==> src/rtl/core_types_pkg.sv <==
// Shared core types for the fetch/predict front end.
// Holds the return-address-stack sizing constants, the snapshot record that
// fetch attaches to each branch (and that the ROB hands back on a
// mispredict), and the RAS per-cycle operation encoding.
package core_types_pkg;

  localparam int RAS_ENTRIES      = 8;
  localparam int RAS_TARGET_WIDTH = 31;
  localparam int RAS_INDEX_WIDTH  = $clog2(RAS_ENTRIES);
  localparam int RAS_COUNT_WIDTH  = $clog2(RAS_ENTRIES + 1);

  // Snapshot carried with each predicted branch; restoring it rewinds the RAS.
  typedef struct packed {
    logic [RAS_INDEX_WIDTH-1:0] index;
    logic [RAS_COUNT_WIDTH-1:0] count;
  } ras_snapshot_t;

  // Resolved per-cycle action, in priority order restore > swap > push > pop.
  typedef enum logic [2:0] {
    RAS_OP_NONE,
    RAS_OP_RESTORE,
    RAS_OP_SWAP,
    RAS_OP_PUSH,
    RAS_OP_POP
  } ras_op_e;

endpackage

==> src/rtl/ras_ckpt.sv <==
// Return address stack with snapshot restore for the fetch predictor.
// Ports:
//   CLK, RST            clock, synchronous active-high reset
//   push_valid/target   call: push a return target
//   pop_valid           return: pop the top entry
//   restore_valid/index/count  mispredict: rewind top pointer and occupancy
//   ras_ret_target      entry[top], combinational
//   ras_index/count     current top pointer and occupancy (the snapshot)
//   ras_empty           occupancy is zero
//   ras_overflow        1-cycle pulse after a push while full
//   ras_underflow       1-cycle pulse after a pop while empty
// The stack is circular and depth need not be a power of two, so the top
// pointer wraps explicitly rather than by natural overflow.
module ras_ckpt #(
  parameter int RAS_ENTRIES      = core_types_pkg::RAS_ENTRIES,
  parameter int RAS_TARGET_WIDTH = core_types_pkg::RAS_TARGET_WIDTH,
  parameter int OVERFLOW_WRAP    = 1,
  parameter int RAS_INDEX_WIDTH  = $clog2(RAS_ENTRIES),
  parameter int RAS_COUNT_WIDTH  = $clog2(RAS_ENTRIES + 1)
) (
  input  logic                        CLK,
  input  logic                        RST,
  input  logic                        push_valid,
  input  logic [RAS_TARGET_WIDTH-1:0] push_target,
  input  logic                        pop_valid,
  input  logic                        restore_valid,
  input  logic [RAS_INDEX_WIDTH-1:0]  restore_index,
  input  logic [RAS_COUNT_WIDTH-1:0]  restore_count,
  output logic [RAS_TARGET_WIDTH-1:0] ras_ret_target,
  output logic [RAS_INDEX_WIDTH-1:0]  ras_index,
  output logic [RAS_COUNT_WIDTH-1:0]  ras_count,
  output logic                        ras_empty,
  output logic                        ras_overflow,
  output logic                        ras_underflow
);

  logic [RAS_TARGET_WIDTH-1:0] entries [RAS_ENTRIES];
  logic [RAS_INDEX_WIDTH-1:0]  top, top_n, wr_idx;
  logic [RAS_COUNT_WIDTH-1:0]  count, count_n;
  logic [RAS_TARGET_WIDTH-1:0] wr_data;
  logic                        wr_en, ovf, ovf_n, unf, unf_n, full;
  core_types_pkg::ras_op_e     op;

  function automatic logic [RAS_INDEX_WIDTH-1:0] inc(input logic [RAS_INDEX_WIDTH-1:0] i);
    return (int'(i) == RAS_ENTRIES - 1) ? '0 : i + 1'b1;
  endfunction

  function automatic logic [RAS_INDEX_WIDTH-1:0] dec(input logic [RAS_INDEX_WIDTH-1:0] i);
    return (i == '0) ? RAS_INDEX_WIDTH'(RAS_ENTRIES - 1) : i - 1'b1;
  endfunction

  assign full = (int'(count) == RAS_ENTRIES);

  always_comb begin
    op = core_types_pkg::RAS_OP_NONE;
    if (restore_valid)              op = core_types_pkg::RAS_OP_RESTORE;
    else if (push_valid && pop_valid) op = core_types_pkg::RAS_OP_SWAP;
    else if (push_valid)            op = core_types_pkg::RAS_OP_PUSH;
    else if (pop_valid)             op = core_types_pkg::RAS_OP_POP;
  end

  always_comb begin
    top_n   = top;
    count_n = count;
    wr_en   = 1'b0;
    wr_idx  = top;
    wr_data = push_target;
    ovf_n   = 1'b0;
    unf_n   = 1'b0;
    unique case (op)
      core_types_pkg::RAS_OP_RESTORE: begin
        top_n   = restore_index;
        count_n = restore_count;
      end
      // Tail call: replace the current return target in place.
      core_types_pkg::RAS_OP_SWAP: wr_en = 1'b1;
      core_types_pkg::RAS_OP_PUSH: begin
        ovf_n = full;
        // When wrapping on a full stack the write lands on the oldest entry.
        if (!full || OVERFLOW_WRAP != 0) begin
          top_n  = inc(top);
          wr_idx = inc(top);
          wr_en  = 1'b1;
          if (!full) count_n = count + 1'b1;
        end
      end
      // The pointer moves even when empty so stale targets keep predicting.
      core_types_pkg::RAS_OP_POP: begin
        top_n = dec(top);
        if (count != '0) count_n = count - 1'b1;
        else             unf_n   = 1'b1;
      end
      default: ;
    endcase
  end

  always_ff @(posedge CLK) begin
    if (RST) begin
      top   <= '0;
      count <= '0;
      ovf   <= 1'b0;
      unf   <= 1'b0;
      for (int i = 0; i < RAS_ENTRIES; i++) entries[i] <= '0;
    end else begin
      top   <= top_n;
      count <= count_n;
      ovf   <= ovf_n;
      unf   <= unf_n;
      if (wr_en) entries[wr_idx] <= wr_data;
    end
  end

  assign ras_ret_target = entries[top];
  assign ras_index      = top;
  assign ras_count      = count;
  assign ras_empty      = (count == '0);
  assign ras_overflow   = ovf;
  assign ras_underflow  = unf;

  restore_legal: assert property (@(posedge CLK) disable iff (RST)
    restore_valid |-> (int'(restore_index) < RAS_ENTRIES && int'(restore_count) <= RAS_ENTRIES));

endmodule
==> config.mk <==
export PLATFORM = sky130hd
export DESIGN_NAME = ras_ckpt
export DESIGN_NICKNAME = d
export VERILOG_FILES = /design/src/rtl/core_types_pkg.sv /design/src/rtl/ras_ckpt.sv
export SDC_FILE = /design/constraint.sdc
export NUM_CORES = 1
export LEC_CHECK = 0
export ABC_AREA = 1
export CAP_MARGIN = 10
export CORE_MARGIN = 2
export CORE_UTILIZATION = 40
export CTS_BUF_LIST = sky130_fd_sc_hd__clkbuf_8 sky130_fd_sc_hd__clkbuf_16
export DETAILED_ROUTE_END_ITERATION = 8
export PLACE_DENSITY = 0.54
export SETUP_SLACK_MARGIN = 0.02
export SLEW_MARGIN = 10
export SYNTH_ARGS = -nofsm -noshare
export SYNTH_HDL_FRONTEND = slang
export SYNTH_SLANG_ARGS = --single-unit
==> constraint.sdc <==
create_clock -name CLK -period 3.32 [get_ports CLK]
set_clock_uncertainty 0.1 [all_clocks]
set_input_delay 0.996 -clock CLK [delete_from_list [all_inputs] [get_ports CLK]]
set_output_delay 0.996 -clock CLK [all_outputs]
set_load 0.01 [all_outputs]
==> metrics.md <==
| Metric | Value |
|---|---|
| Outcome | finished clean |
| Rows | 62 |
| DRC | 0 |
| Slew @ Worst Pin | 0.4595 ns |
| Mean Syn Cell Area | between 10 and 15 um^2 |
| Share of layout cells above drive strength 1 | 9.777% |
| RSZ-0062 raised after global routing | yes |
| Yosys top cell by area | edfxtp_1 |
| Worst min path class | flop to flop |
| Core ar. | between 20,000 and 30,000 um^2 |
| Grt peak-use layer | met2 |
| CP max FO | 6 |
| Antenna Nets Post-Route | 0 |
| Routed WL | 30,130 um |
| Die height | roughly 170 um |
| Max Cap Viol | 0 |
| Crit path time final | about 3.2 ns |
| Met2 usage | 32.72% |
| Dpl cells | 1,582 |
| Largest net degree at the start of global routing | 39 |
| Post-synth top area share | 64.07% |
| Initial antenna violation count | 0 |
| Register area share after synthesis | 66.14% |
| Routability cong. | around 0.8 |
| CP Capture Type | output pin |
| Grt met1 use | 29.07% |
| Crit path depth | 7 |
| CTS tree | done |
| Post-layout nets | between 1k and 1.5k |
| H-tree depth | 1 |
| Worst-path cell chain | buf_4, buf_4, nor2_1, o32ai_1, nand2_1, nand2_1, dlygate4sd2_1 |
| DRT Pass-1 Iters | 5 |
| Buf+Inv Stages, Crit Path | 3 |
| CP max stage delay | 0.47 ns |
| Crit Path Class | flop to output pin |
| Fin util | between 40% and 50% |
| Worst-case clock buffer depth | 3 |
| Data arrival time of the worst path | 2.12 ns |
| Vias | between 8k and 9k |
| FF-to-FF Start | ras_index[0]$_SDFFE_PP0N_ |
| Vias in the first global route | 8,408 |
| Synthesized area | 11,620 um^2 |
| Drt wl/cell | 18.35 um |
| R2R cell count | 10 |
| Setup TNS Final | 0 ns |
| Reg clk slew, reported paths | 0.06 ns |
| Fmax | between 0.3 and 0.4 GHz |
| Mapped Cells | around 1.1k |
| Die area | 30,440 um^2 |
| Slowest CP cell | dfxtp_4 |
| Syn. warnings | 0 |
| First-pass GRT wire length | 47,730 um |
| IO Port Bufs | 83 |
| Initial Utilization | 40.61% |
| Power Dens Cells | around 540 nW/um^2 |
| Reg2reg setup slack | 1.10 ns |
| Critical path required time | 2.22 ns |
| Final Slew Violations | 0 |
| Root Buffer | clkbuf_16 |
| Inserted Diodes | 0 |
| Fillers | 2,609 |
| GRT Residual Overflow | 0 |
| CTS sink count | 260 |
| Leakage | 5.820 nW |
| P&R area growth vs syn | 22.37% |
| Ports | between 80 and 90 |
| Met3 GRT Util | 2.384% |
| Tcrit/Tclk final | 97.00% |
| Syn_nets | 1,186 |
| Post-Layout Cell Count | 1,642 |
| Worst-skew pair later-pin latency | about 0.53 ns |
| Initial drt markers | around 550 |
| Startpoint types | flop |
| Crit path to | ras_ret_target[16] |
| Slew margin rel. | 69.22% |
| Total track usage | roughly 20% |
| # setup viols final | 0 |
| Yosys cell types | 26 |
| Worst VDD drop | 0.0003660 V |
| Largest cells by area after synthesis | edfxtp_1, nor2_1, o32ai_1 |
| DP HPWL | 18,000 um |
| Inserted Clock Buffers | 28 |
| Top Family by Delay on Critical Path | buffers and inverters |
| DIE WIDTH | around 170 um |
| #FFs+latches synth | 260 |
| RR Endpoint | entries[3][3]$_SDFFCE_PN0P_ |
| DR vias/cell | 5.147 |
| Final hold vios | 0 |
[layout make-up]
class	count	area (um^2)	share of cell area [%]
clock buffers	29	725.7	5.102
inverters	50	195.2	1.372
well taps	384	480.5	3.378
flip-flops and latches	260	7695	54.10
clock inverters	23	91.34	0.6422
repair buffers	139	1590	11.18
multi-input cells	757	3446	24.23
[stage by stage]
stage	total power, W	cell area (um^2)	hold WS [ns]	setup WS [ns]
after floorplan	0.004415	11620	0.4205	0.2368
after global placement	0.004951	13260	0.4248	0.1664
after detailed placement	0.004956	13260	0.4163	0.1655
after CTS	0.007722	14210	0.4284	0.05381
after global routing	0.007957	14220	0.4456	0.01410
final	0.007669	14220	0.4263	0.09973
[flip-flops by register name, summed over array words and instances, names as in the netlist, named ones only]
| register | flops |
|---|---|
| entries | 248 |
| ras_count | 4 |
| ras_index | 3 |
| ras_overflow | 1 |
| ras_underflow | 1 |
[logic make-up (layout without fill, tap and decap cells)]
family	Yosys count	after routing	synth area share [%]
AND/OR/NAND/NOR	603	603	19.90
flip-flops	260	260	66.14
AO/OA/AOI/OAI	149	149	8.515
buffers and inverters	121	241	4.909
adder cells (fa/ha/maj)	5	5	0.5382
[synth_stat cells]
library cell	n
nor3_2	1
nand2_2	6
inv_2	3
o32ai_1	62
inv_1	47
edfxtp_1	248
dfxtp_1	12
and3_1	1
or2_2	1
a21oi_2	1
buf_2	21
a31oi_1	1
o21ai_2	1
o21ai_1	1
nand3_1	9
nand2_1	136
o21ai_0	70
a21oi_1	12
nor2_2	2
nor2_4	1
buf_6	12
clkbuf_1	30
nor2_1	446
ha_1	5
buf_1	8
o21a_1	1
[repair_timing]
item                       in CTS  in global routing
hold buffers                    0                  0
setup buffers                   6                  1
cloned                          1                  0
setup endpoints to repair      31                  8
resized for setup              48                  5
[report_power, final]
part / total [W] / switching, W / internal, W
Sequential: 0.00378 / 0.0000579 / 0.00372
Clock: 0.00279 / 0.00123 / 0.00156
Combinational: 0.00110 / 0.000657 / 0.000442
[cell usage in the layout (no fill, tap or decap), drive strengths merged, types with 2 or more instances in the layout]
master and instances:
buf 55, ha 5, o32ai 62, clkdlybuf4s50 52, clkbuf 29, dfxtp 12, inv 60, a21oi 13
nand3 9, dlygate4sd2 29, o21ai 72, clkdlybuf4s15 2, edfxtp 248, nor2 449, nand2 142, clkinv 13
[worst register-to-register path: stages, from the launching register on]
cell,delay (ns)
dfxtp_1,0.36
ha_1,0.22
ha_1,0.26
inv_1,0.05
nor2_1,0.05
a21oi_2,0.17
inv_1,0.10
nor2_2,0.12
nand2_1,0.13
nand2_2,0.11
buf_12,0.22
[how the worst min path moves through the flow]
stage,cells past startpoint,slack (ns),end,from
after floorplan,2,0.42,ras_count[3]$_SDFFE_PP0P_,ras_count[3]$_SDFFE_PP0P_
after global routing,2,0.45,ras_count[3]$_SDFFE_PP0P_,ras_count[3]$_SDFFE_PP0P_
after detailed placement,2,0.42,ras_count[3]$_SDFFE_PP0P_,ras_count[3]$_SDFFE_PP0P_
after CTS,2,0.43,ras_count[3]$_SDFFE_PP0P_,ras_count[3]$_SDFFE_PP0P_
after global placement,2,0.42,ras_count[3]$_SDFFE_PP0P_,ras_count[3]$_SDFFE_PP0P_
final,2,0.43,ras_count[3]$_SDFFE_PP0P_,ras_count[3]$_SDFFE_PP0P_
[per-layer routing]
layer	vias to the layer above	part of all wire, %
met5	-	0
li1	4068	-
met2	252	47
met1	4096	46
met4	0	1.4
met3	36	5.3
Note: power is estimated with default switching activity, not from simulation.
